===== src/rtl/score_regfile_if.sv =====
// Score update / score read bus between game logic, the score-drawing stage and score_regfile.
interface score_regfile_if #(
   parameter int SCORE_W = 32
);
   logic               add_en;
   logic               add_sub;
   logic [3:0]         add_player;
   logic [15:0]        add_pts;
   logic               add_ready;
   logic               score_re;
   logic [3:0]         score_addr;
   logic [SCORE_W-1:0] score_data;
   logic               score_valid_data;

   modport master (
      output add_en, add_sub, add_player, add_pts, score_re, score_addr,
      input  add_ready, score_data, score_valid_data
   );

   modport slave (
      input  add_en, add_sub, add_player, add_pts, score_re, score_addr,
      output add_ready, score_data, score_valid_data
   );
endinterface


===== src/rtl/score_regfile.sv =====
// Per-player saturating score store with dirty flags, 1-cycle reads and a
// one-entry-per-cycle clear-all sweep.
module score_regfile #(
   parameter int                 NUM_PLAYERS = 8,
   parameter int                 SCORE_W     = 32,
   parameter logic [SCORE_W-1:0] MAX_SCORE   = 999999
) (
   input  logic                   clk,
   input  logic                   rst,
   input  logic                   clr_all,
   score_regfile_if.slave         bus,
   output logic [NUM_PLAYERS-1:0] dirty,
   output logic                   any_dirty,
   output logic                   busy
);
   localparam int AW = (NUM_PLAYERS > 1) ? $clog2(NUM_PLAYERS) : 1;

   typedef enum logic {S_IDLE, S_SWEEP} state_t;

   state_t                 r_state, w_next;
   logic [AW-1:0]          r_idx;
   logic [SCORE_W-1:0]     r_score [NUM_PLAYERS];
   logic [NUM_PLAYERS-1:0] r_dirty;
   logic [SCORE_W-1:0]     r_data;
   logic                   r_valid;
   logic                   r_pend;

   logic                   w_idle;
   logic                   w_add_hit, w_rd_hit, w_upd;
   logic [AW-1:0]          w_add_idx, w_rd_idx;
   logic [SCORE_W-1:0]     w_cur, w_pts, w_new;
   logic [SCORE_W:0]       w_sum;

   assign w_idle    = (r_state == S_IDLE);
   assign w_add_hit = (32'(bus.add_player) < NUM_PLAYERS);
   assign w_rd_hit  = (32'(bus.score_addr) < NUM_PLAYERS);
   assign w_add_idx = bus.add_player[AW-1:0];
   assign w_rd_idx  = bus.score_addr[AW-1:0];
   assign w_cur     = r_score[w_add_idx];
   assign w_pts     = {{(SCORE_W-16){1'b0}}, bus.add_pts};
   // One extra bit on the sum so a large add can never wrap before the clamp.
   assign w_sum     = {1'b0, w_cur} + {1'b0, w_pts};
   assign w_new     = bus.add_sub ? ((w_pts > w_cur) ? '0 : (w_cur - w_pts))
                                  : ((w_sum > {1'b0, MAX_SCORE}) ? MAX_SCORE : w_sum[SCORE_W-1:0]);
   // clr_all wins over a same-cycle update.
   assign w_upd     = w_idle && !clr_all && bus.add_en && w_add_hit;

   always_ff @(posedge clk or posedge rst) begin
      if (rst) r_state <= S_IDLE;
      else     r_state <= w_next;
   end

   always_comb begin
      w_next = r_state;
      case (r_state)
         S_IDLE:  if (clr_all) w_next = S_SWEEP;
         S_SWEEP: if (r_idx == AW'(NUM_PLAYERS-1)) w_next = S_IDLE;
         default: w_next = S_IDLE;
      endcase
   end

   always_ff @(posedge clk or posedge rst) begin
      if (rst) begin
         for (int i = 0; i < NUM_PLAYERS; i++) r_score[i] <= '0;
         r_dirty <= '1;
         r_data  <= '0;
         r_valid <= 1'b0;
         r_pend  <= 1'b0;
         r_idx   <= '0;
      end else begin
         r_valid <= 1'b0;
         if (w_idle) begin
            if (clr_all) r_idx <= '0;
            // A read parked during the sweep is answered first; it sees cleared data.
            if (r_pend) begin
               r_valid <= 1'b1;
               r_data  <= '0;
               r_pend  <= 1'b0;
            end else if (bus.score_re) begin
               r_valid <= 1'b1;
               r_data  <= w_rd_hit ? r_score[w_rd_idx] : '0;
               if (w_rd_hit) r_dirty[w_rd_idx] <= 1'b0;
            end
            if (w_upd) begin
               r_score[w_add_idx] <= w_new;
               r_dirty[w_add_idx] <= 1'b1;
            end
         end else begin
            r_score[r_idx] <= '0;
            r_dirty[r_idx] <= 1'b1;
            r_idx          <= r_idx + AW'(1);
            if (bus.score_re) r_pend <= 1'b1;
         end
      end
   end

   assign bus.add_ready        = w_idle;
   assign bus.score_data       = r_data;
   assign bus.score_valid_data = r_valid;
   assign dirty                = r_dirty;
   assign any_dirty            = |r_dirty;
   assign busy                 = !w_idle;
endmodule


===== src/flat_wrapper.sv =====
// flat-port wrapper written by rule: the top's interface ports become plain ports
module score_regfile_flat 
#(
   parameter int                 NUM_PLAYERS = 8,
   parameter int                 SCORE_W     = 32,
   parameter logic [SCORE_W-1:0] MAX_SCORE   = 999999
)
  (clk, rst, clr_all, dirty, any_dirty, busy, bus_add_en, bus_add_sub, bus_add_player, bus_add_pts, bus_score_re, bus_score_addr, bus_add_ready, bus_score_data, bus_score_valid_data);
  score_regfile_if #(.SCORE_W(SCORE_W)) bus_i ();
  input  logic clk;
  input  logic rst;
  input  logic clr_all;
  output logic [NUM_PLAYERS-1:0] dirty;
  output logic any_dirty;
  output logic busy;
  input wire logic [$bits(bus_i.add_en)-1:0] bus_add_en;
  input wire logic [$bits(bus_i.add_sub)-1:0] bus_add_sub;
  input wire logic [$bits(bus_i.add_player)-1:0] bus_add_player;
  input wire logic [$bits(bus_i.add_pts)-1:0] bus_add_pts;
  input wire logic [$bits(bus_i.score_re)-1:0] bus_score_re;
  input wire logic [$bits(bus_i.score_addr)-1:0] bus_score_addr;
  output wire logic [$bits(bus_i.add_ready)-1:0] bus_add_ready;
  output wire logic [$bits(bus_i.score_data)-1:0] bus_score_data;
  output wire logic [$bits(bus_i.score_valid_data)-1:0] bus_score_valid_data;
  assign bus_i.add_en = bus_add_en;
  assign bus_i.add_sub = bus_add_sub;
  assign bus_i.add_player = bus_add_player;
  assign bus_i.add_pts = bus_add_pts;
  assign bus_i.score_re = bus_score_re;
  assign bus_i.score_addr = bus_score_addr;
  assign bus_add_ready = bus_i.add_ready;
  assign bus_score_data = bus_i.score_data;
  assign bus_score_valid_data = bus_i.score_valid_data;
  score_regfile #(.NUM_PLAYERS(NUM_PLAYERS), .SCORE_W(SCORE_W), .MAX_SCORE(MAX_SCORE)) u_core (.clk(clk), .rst(rst), .clr_all(clr_all), .bus(bus_i), .dirty(dirty), .any_dirty(any_dirty), .busy(busy));
endmodule

===== config.mk =====
export PLATFORM = sky130hd
export DESIGN_NAME = score_regfile_flat
export DESIGN_NICKNAME = d
export VERILOG_FILES = /design/src/rtl/score_regfile_if.sv /design/src/rtl/score_regfile.sv /design/src/flat_wrapper.sv
export SDC_FILE = /design/constraint.sdc
export NUM_CORES = 1
export LEC_CHECK = 0
export ABC_CLOCK_PERIOD_IN_PS = 19600
export BUFFER_PORTS_ARGS = -buffer_cell sky130_fd_sc_hd__buf_2
export CAP_MARGIN = 25
export CORE_UTILIZATION = 60
export DETAILED_ROUTE_END_ITERATION = 10
export PLACE_DENSITY = 0.75
export SETUP_SLACK_MARGIN = 0.15
export SLEW_MARGIN = 30
export SYNTH_ARGS = -nofsm -noshare
export SYNTH_HDL_FRONTEND = slang
export SYNTH_SLANG_ARGS = --single-unit
export TNS_END_PERCENT = 1

===== constraint.sdc =====
create_clock -name clk -period 19.6 [get_ports clk]
set_clock_uncertainty 0.2 [all_clocks]
set_input_delay 3.92 -clock clk [delete_from_list [all_inputs] [get_ports clk]]
set_output_delay 3.92 -clock clk [all_outputs]
set_load 0.005 [all_outputs]

==> results.txt <==
Clock sink total: 302
Routability Congestion: 0.9717
Register area share after synthesis: 40.79%
IR drop worst, VDD: 0.00006414 V
Number of synthesized flops with an enable pin: 0
DRC: 0
Share of the clock period used by the worst path: 54.43%
CP required: 19.81 ns
Setup crit start kind: primary input
Final hold vios: 0
Worst setup EP type: flop
CTS max path bufs: 3
Vias per cell: 7.301
Worst EP arrival: 10.88 ns
Critical path type: in2reg
Vias in the first global route: 15717
Peak Freq: 0.09374 GHz
Fraction of registers with async set/reset: 100.0%
Max-Cap Viols: 0
Compound-Gate Fraction of Synth Area: 20.46%
Xor and xnor area share after synthesis: 1.794%
Initial antenna violation count: 2
Max_slew headroom: 27.56%
Setup TNS: 0 ns
Yosys cell types: 97
Share of cells above drive strength 1: 18.21%
Tot GR Track Use: 40.92%
Post-CTS resize count: 0
Via Count: 16565
RSZ-0062 raised after global routing: false
Die area: 31620 µm²
# rows: 64
Syn nets: 1904
Crit Path Max Fanout: 58
Core Area: 30510 µm²
Commonest non-fill, non-tap cell in the layout: dfrtp_1
First-pass GRT wire length: 96020 µm
Die Wd: 177.8 µm
Hold path depth: 2
Main combinational cell family by area after synthesis: compound AO/OA/AOI/OAI gates
Clock-pin slew of the registers on the worst-case setup and hold paths: 0.06 ns
Gr ovfl total: 0
Status: completed
Die height: 177.8 µm
Ys flop type: dfrtp_1
CTS tree: done
Pin count of the biggest net entering global routing: 175
Post-route ant nets: 0
Critical-path top delay cell: o31ai_1
Tot Pwr: 2.035 mW
Initial cell density of the core: 60.80%
Simple logic cell fraction of the synthesized area: 14.09%
Slowest Stage Delay on Critical Path: 0.93 ns
Layout area overhead: 10.02%
Worst slew pin tran: 1.077 ns
Commonest cells after routing, fill and taps aside: 294 x dfrtp_1, 204 x nand2_1, 147 x o21ai_0
CTS buffer count: 34
CTS root buf: clkbuf_16
Tmin final: 10.67 ns
Drt pass-1 iters: 6
Cts hold-fix bufs: 0
Cell Area, Synth: 18550 µm²
Power Density: 99.71 nW/µm²
Final Setup Violations: 0
Synth Instances: 1838
Antenna Cells: 0
Routed WL: 63450 µm
Min-delay worst type: reg2reg
Mean Syn Cell Area: 10.09 µm²
FILL cells: 2429
Mux cell area share after synthesis: 16.03%
Initial DRC Count: 2179
IO buf count: 73
Number of synthesized register bits: 302
Leakage: 9.138 nW
Drt wl/cell: 27.96 µm
Clk_lat worst skew: 0.52 ns
Final net count: 1914
Slew Viols, Final: 0
Dpl hpwl: 41890 µm
Setup bufs post-CTS: 0
Synth Area in Adders: 2.509%
I/O pin total: 74
Crit path cell chain: buf_2 > buf_4 > nor2b_1 > a221oi_1 > o21ai_0 > ha_1 > nor4_1 > nand2_1 > o31ai_1 > nor4_1 > nor3_2 > nand3_1 > xnor2_1 > nand4_2 > o31ai_1 > nand2_1 > a22o_1
Synth warnings: 0
H-tree Lvls: 2
R2R cell count: 17
==> cell families after synthesis <==
family | after synthesis
mux | 178
xor+xnor | 38
compound gates | 555
flops | 302
simple gates | 544
fa+ha+maj | 36
buf+inv | 185
==> where the power goes <==
| part | internal [mW] | switching (mW) | leakage [nW] | total [mW] |
|---|---|---|---|---|
| registers | 0.700 | 0.0790 | 4.16 | 0.779 |
| clock network | 0.385 | 0.260 | 0.557 | 0.645 |
| logic | 0.202 | 0.409 | 4.42 | 0.611 |
| total | 1.29 | 0.748 | 9.14 | 2.04 |
==> registers in the layout, summed over array words and instances, names as in the netlist <==
signal and cells:
u_core.dirty 8, u_core.bus.score_valid_data 1, u_core.r_pend 1, u_core.busy 1
u_core.bus.score_data 32, u_core.r_idx 3, u_core.r_score 256
==> routing by layer <==
metal  up-vias  part of all wire (%)  GRT usage, %
met5         -                 0.035             0
met1      8146                    37         55.53
met3       237                    15         14.67
met4         4                   4.5         17.95
li1       6885                     -             -
met2      1293                    43         58.94
==> per-stage QoR <==
step | setup slack [ns] | utilization (%) | instance area, µm² | std cells | hold slack (ns)
after floorplan | 7.147 | - | 18550 | 1838 | 0.2576
after global placement | 8.970 | 62.89 | 19190 | 2206 | 0.2568
after detailed placement | 8.663 | 62.93 | 19200 | 2206 | 0.2650
after CTS | 9.150 | 66.63 | 20330 | 2267 | 0.2771
after global routing | 8.396 | 66.90 | 20410 | 2269 | 0.2952
final | 8.932 | 66.90 | 20410 | 2269 | 0.2688
==> worst max-delay path: cells and delay by family <==
family,cells,cell delay [ns]
AO/OA/AOI/OAI,5,2.41
XOR/XNOR,1,0.32
adder cells (fa/ha/maj),1,0.48
buffers and inverters,2,0.91
AND/OR/NAND/NOR,8,2.75
==> final cells by class <==
type	count	area, µm²	area share [%]
Tap cell	396	495.5	2.428
Clock inverter	12	122.6	0.6008
Inverter	51	198.9	0.9747
Multi-Input combinational cell	1351	10330	50.62
Sequential cell	302	7567	37.08
Clock buffer	49	1008	4.941
Timing Repair Buffer	108	685.7	3.359
==> synthesized netlist by cell type (5+ instances only) <==
cell type | number | area (µm²)
a211oi_1 | 6 | 45.04
nor3_1 | 42 | 210.2
nand2b_1 | 14 | 87.58
nand3_1 | 48 | 240.2
o21ai_1 | 20 | 100.1
or2_2 | 6 | 37.54
mux4_2 | 91 | 2049
buf_4 | 5 | 37.54
mux2_2 | 20 | 225.2
nand3b_1 | 7 | 52.55
o211ai_1 | 7 | 52.55
and3_1 | 8 | 50.05
ha_1 | 34 | 425.4
a221o_1 | 7 | 70.07
a22o_1 | 123 | 1077
dfstp_2 | 8 | 210.2
a21oi_1 | 83 | 415.4
a22oi_1 | 13 | 97.59
and2_1 | 14 | 87.58
o21ai_0 | 147 | 735.7
nor4_1 | 9 | 56.30
buf_1 | 17 | 63.81
nor2_1 | 124 | 465.5
dfrtp_1 | 294 | 7357
o31ai_1 | 10 | 75.07
nand4_1 | 5 | 31.28
o21a_1 | 11 | 82.58
mux2i_1 | 58 | 580.6
nand2_1 | 206 | 773.2
or2_1 | 5 | 31.28
xnor2_1 | 29 | 254.0
inv_1 | 50 | 187.7
o22a_1 | 9 | 78.83
nor2b_1 | 20 | 125.1
buf_6 | 9 | 101.4
buf_2 | 13 | 65.06
xor2_1 | 9 | 78.83
a31oi_1 | 35 | 219.0
mux2_1 | 6 | 67.56
a221oi_1 | 17 | 148.9
o221ai_1 | 5 | 43.79
o21bai_1 | 7 | 52.55
o22ai_1 | 9 | 56.30
clkbuf_1 | 89 | 334.1
==> final timing paths <==
check	from	endpoint	slack, ns
max	bus_add_player[1]	u_core.r_score[206]	8.93
min	u_core.bus.score_data[3]	u_core.bus.score_data[3]	0.27
max reg2reg	u_core.r_score[192]	u_core.r_score[206]	13.30
min reg2reg	u_core.bus.score_data[3]	u_core.bus.score_data[3]	0.27
max in group asynchronous	rst	u_core.r_score[154]	14.33
min in group asynchronous	rst	u_core.bus.score_data[8]	3.19
No activity file was read; power rests on OpenSTA's default activity.
